[src/rtl/sync_sel_mux.sv]
// N-channel registered mux with a valid/ready select handshake and a break-before-make gap.
// Optional feature: define SEL_CNT_EN to add the saturating switch_cnt output.
module sync_sel_mux #(
    parameter int unsigned         WIDTH      = 1,
    parameter int unsigned         N_CH       = 4,
    parameter int unsigned         SEL_W      = $clog2(N_CH),
    parameter int unsigned         GAP_CYCLES = 2,
    parameter logic [WIDTH-1:0]    IDLE_VAL   = '0,
    parameter int unsigned         RESET_SEL  = 0,
    parameter int unsigned         CNT_W      = 16
) (
    input  logic                   clk,
    input  logic                   rst_n,
    input  logic [N_CH*WIDTH-1:0]  data_in,
    input  logic [SEL_W-1:0]       sel_in,
    input  logic                   sel_valid,
    output logic                   sel_ready,
    output logic [WIDTH-1:0]       data_out,
    output logic [SEL_W-1:0]       cur_sel,
    output logic                   switching,
`ifdef SEL_CNT_EN
    output logic [CNT_W-1:0]       switch_cnt,
`endif
    output logic                   sel_err
);

    localparam int unsigned        GCNT_W   = (GAP_CYCLES > 0) ? $clog2(GAP_CYCLES + 1) : 1;
    localparam int unsigned        N_PAD    = 1 << SEL_W;
    localparam logic [SEL_W-1:0]   RST_SEL  = SEL_W'(RESET_SEL);
    localparam logic [GCNT_W-1:0]  GAP_LOAD = GCNT_W'(GAP_CYCLES - 1);

    typedef enum logic {
        ACTIVE = 1'b0,
        GAP    = 1'b1
    } state_t;

    state_t              state_q, state_d;
    logic [SEL_W-1:0]    pend_q, pend_d;
    logic [GCNT_W-1:0]   gcnt_q, gcnt_d;
    logic [SEL_W-1:0]    cur_sel_d;
    logic [WIDTH-1:0]    data_d;
    logic                switching_d;
    logic                sel_err_d;
    logic                cnt_inc;

    // Channel lookup padded to a power of two so any select value indexes safely.
    logic [WIDTH-1:0]    ch_data [N_PAD];

    for (genvar k = 0; k < N_PAD; k++) begin : g_ch
        if (k < N_CH) begin : g_real
            assign ch_data[k] = data_in[k*WIDTH +: WIDTH];
        end else begin : g_pad
            assign ch_data[k] = IDLE_VAL;
        end
    end

    assign sel_ready = (state_q == ACTIVE);

    // Next-state and next-output logic.
    always_comb begin
        state_d     = state_q;
        pend_d      = pend_q;
        gcnt_d      = gcnt_q;
        cur_sel_d   = cur_sel;
        data_d      = ch_data[cur_sel];
        switching_d = 1'b0;
        sel_err_d   = 1'b0;
        cnt_inc     = 1'b0;
        case (state_q)
            ACTIVE: begin
                if (sel_valid) begin
                    if (32'(sel_in) >= N_CH) begin
                        sel_err_d = 1'b1;
                    end else if (sel_in != cur_sel) begin
                        if (GAP_CYCLES == 0) begin
                            cur_sel_d = sel_in;
                            data_d    = ch_data[sel_in];
                            cnt_inc   = 1'b1;
                        end else begin
                            pend_d      = sel_in;
                            gcnt_d      = GAP_LOAD;
                            state_d     = GAP;
                            data_d      = IDLE_VAL;
                            switching_d = 1'b1;
                        end
                    end
                end
            end
            GAP: begin
                if (gcnt_q == '0) begin
                    state_d   = ACTIVE;
                    cur_sel_d = pend_q;
                    data_d    = ch_data[pend_q];
                    cnt_inc   = 1'b1;
                end else begin
                    gcnt_d      = gcnt_q - GCNT_W'(1);
                    data_d      = IDLE_VAL;
                    switching_d = 1'b1;
                end
            end
            default: begin
                state_d = ACTIVE;
            end
        endcase
    end

    // Gap bookkeeping exists only when a gap is configured.
    if (GAP_CYCLES > 0) begin : g_gap
        always_ff @(posedge clk or negedge rst_n) begin
            if (!rst_n) begin
                state_q <= ACTIVE;
                pend_q  <= RST_SEL;
                gcnt_q  <= '0;
            end else begin
                state_q <= state_d;
                pend_q  <= pend_d;
                gcnt_q  <= gcnt_d;
            end
        end
    end else begin : g_no_gap
        assign state_q = ACTIVE;
        assign pend_q  = RST_SEL;
        assign gcnt_q  = '0;
        logic unused_gap;
        assign unused_gap = ^{state_d, pend_d, gcnt_d};
    end

    always_ff @(posedge clk or negedge rst_n) begin
        if (!rst_n) begin
            cur_sel   <= RST_SEL;
            data_out  <= IDLE_VAL;
            switching <= 1'b0;
            sel_err   <= 1'b0;
        end else begin
            cur_sel   <= cur_sel_d;
            data_out  <= data_d;
            switching <= switching_d;
            sel_err   <= sel_err_d;
        end
    end

`ifdef SEL_CNT_EN
    // Completed-switch counter; holds at all-ones instead of wrapping.
    always_ff @(posedge clk or negedge rst_n) begin
        if (!rst_n) begin
            switch_cnt <= '0;
        end else if (cnt_inc && (switch_cnt != '1)) begin
            switch_cnt <= switch_cnt + CNT_W'(1);
        end
    end
`else
    logic unused_cnt_inc;
    assign unused_cnt_inc = cnt_inc;
`endif

endmodule
[config.mk]
export PLATFORM = sky130hd
export DESIGN_NAME = sync_sel_mux
export DESIGN_NICKNAME = d
export VERILOG_FILES = /design/src/rtl/sync_sel_mux.sv
export SDC_FILE = /design/constraint.sdc
export NUM_CORES = 1
export LEC_CHECK = 0
export CAP_MARGIN = 20
export CORE_MARGIN = 2
export CORE_UTILIZATION = 30
export DETAILED_ROUTE_END_ITERATION = 8
export GPL_TIMING_DRIVEN = 0
export PLACE_DENSITY_LB_ADDON = 0.08
export SKIP_CTS_REPAIR_TIMING = 1
export SLEW_MARGIN = 20
export SYNTH_ARGS = -nofsm -noshare
export SYNTH_HDL_FRONTEND = slang
export SYNTH_SLANG_ARGS = --single-unit
[constraint.sdc]
create_clock -name clk -period 2.45 [get_ports clk]
set_input_delay 0.6125 -clock clk [delete_from_list [all_inputs] [get_ports clk]]
set_output_delay 0.6125 -clock clk [all_outputs]
set_load 0.02 [all_outputs]
==> flow_summary.ini <==
[run_status]
outcome = complete, no violations

[synth]
synth_top_area_share_pct = 46.6
synth_seq_cells = 8
synth_area_leaders = dfrtp_1 47%, mux2_4 7.0%, mux4_1 6.1%
yosys-mux-area-fraction_pct = 23.6
synth_top_family_by_area = multiplexers
yosys-top-cells-count = 8 x dfrtp_1, 3 x inv_1, 3 x nand2_1, 3 x o21ai_0
synth_compound_area_share_pct = 10.2
yosysWarnings = 0
synth_ff_type = dfrtp_1
synth_cells = 34
synth_fa_ha_area_share_pct = 2.92
syn_area_per_cell_um2 = 12.6
synthesis.area_um2 = 429
ys_types = 18
yosysSeqAreaShare_pct = 46.6
synthArstFlopShare_pct = 100
synth_nets = 44
synth_edf_count = 0
yosys.area_share.simple_pct = 7.29
yosysMostFrequentCell = dfrtp_1
synth_xor_area_share_pct = 4.08
synth_top_cell_by_area = dfrtp_1

[clock_network]
clock_sinks = 8
clockBufferDepth = 2
cts_tree = done
cts.htree.levels = 1
root_buffer = clkbuf_4
clk_pin_slew_ps = 60
numCtsBuffers = 3
insertion_delay_ps = 260

[placement]
port-buffer-count = 13
dp.cells = 62
gp_congestion = 0.660
post-dp-hpwl_um = 674

[sta]
period_needed_ps = 2090
holdWs_ps = 514
skew_ps = 6.74
slew_violations = 0
rsz0062_at_grt = false
setup_violations = 0
max_freq_ghz = 0.479
fin_crit_sh_pct = 85.3
setup-tns-final_ps = 0
hold_viol = 0

[cells_and_area]
diodes = 0
n_fill_cell = 131
utilization_pct = 45.6
drive_above_1_share_pct = 20.0
layout.nets = 62
syn_to_final_growth_pct = 39.9
final_cells = 65

[global_routing]
grtUsageTotal_pct = 10.7
grt_max_degree = 9
antenna_found_initial = 0
grt_pass1_vias = 337
grt.overflow.total = 0
grt_pass1_wl_um = 1420

[critical_path]
worstPathArrival_ps = 1480
path_cells = inv_1, clkdlybuf4s50_1
slowest_delay_ps = 630
cp.required_ps = 1840
worstSetupStartpoint = switching
critPathMaxFanout = 6
end_kind = primary output
slowest_stage = clkdlybuf4s50_1
timing.rr.start = cur_sel[1]
critPathKind = register to primary output
start_kind = register
r2r_slack_ps = 1120

[pwr]
leakage_nw = 0.273
p_per_area_nw_per_um2 = 1260
ir_worst_vdd_v = 0.000592

[die]
die-area_um2 = 1750
fp.dieW_um = 41.8
rows = 13
pin_count = 15
start_util_pct = 32.6
fp.coreArea_um2 = 1320
die_y_um = 41.8

[detailed_routing]
route.vias.total = 320
routed_via_density = 4.92
ant_nets = 0
first_pass_iters = 4
first_iter_violations = 8
drc = 0
post_drt_wl_per_cell_um = 13.0
wirelength_um = 847

[run]
drv_cap = 0

[worst_hold_path]
hp-start = gcnt_q[0]
hold_class = register to register
per-stage QoR:
| step | cell area, um2 | setup WS [ps] | total power [mW] |
|---|---|---|---|
| 6_report | 601 | 360 | 0.754 |
| 5_1_grt | 601 | 283 | 0.812 |
| 4_1_cts | 601 | 345 | 0.765 |
| 3_5_place_dp | 578 | 483 | 0.661 |
| 3_3_place_gp | 578 | 510 | 0.648 |
| 2_1_floorplan | 429 | 997 | 0.518 |
power breakdown:
group	internal, mW	leakage, nW	switching (mW)	total (mW)
Combinational	0.221	0.163	0.169	0.390
Sequential	0.199	0.0959	0.0625	0.262
Clock	0.0562	0.0138	0.0462	0.102
Total	0.476	0.273	0.278	0.754
per-layer routing:
metal	global-route usage [%]	wire length [um]	share of wire (%)
met1	11.7	356	42
met4	3.87	0	0
met2	19.4	413	49
met5	0	0	0
met3	3.04	77	9.1
final cells by class:
class / count / area, um2 / area share (%)
Buffer: 1 / 7.51 / 1.25
Clock buffer: 3 / 22.5 / 3.75
Inverter: 3 / 11.3 / 1.88
Multi-Input combinational cell: 22 / 210 / 35.0
Sequential cell: 8 / 200 / 33.3
Tap cell: 15 / 18.8 / 3.13
Timing Repair Buffer: 13 / 130 / 21.7
placed cells by master, fill, tap and decap left out, drive strengths merged, types with 2 or more instances in the layout:
cell / n
nand2: 3
mux4: 2
clkdlybuf4s50: 13
o21ai: 4
xor2: 2
inv: 3
clkbuf: 3
mux2: 4
dfrtp: 8
sequential cells by signal (all words and copies together) (netlist names):
register	count
pend_q	2
data_out	1
gcnt_q	2
cur_sel	2
switching	1
final timing paths:
kind | end | cells after the start
worst min-delay path | gcnt_q[0] | 2
min in group asynchronous | gcnt_q[0] | 1
max in group asynchronous | gcnt_q[1] | 1
worst max register to register | pend_q[1] | 4
worst min register to register | gcnt_q[0] | 2
worst max-delay path | sel_ready | 2
critical path: cells and delay by family, from the launching register on:
family	cells	cell delay (ps)
buffers and inverters	2	790
flip-flops	1	430
logic make-up after synthesis:
logic type / Yosys count
flip-flops: 8
other: 1
XOR/XNOR: 2
AND/OR/NAND/NOR: 5
AO/OA/AOI/OAI: 7
adder cells (fa/ha/maj): 1
buffers and inverters: 4
multiplexers: 6
No activity file was read; power rests on OpenSTA's default activity.
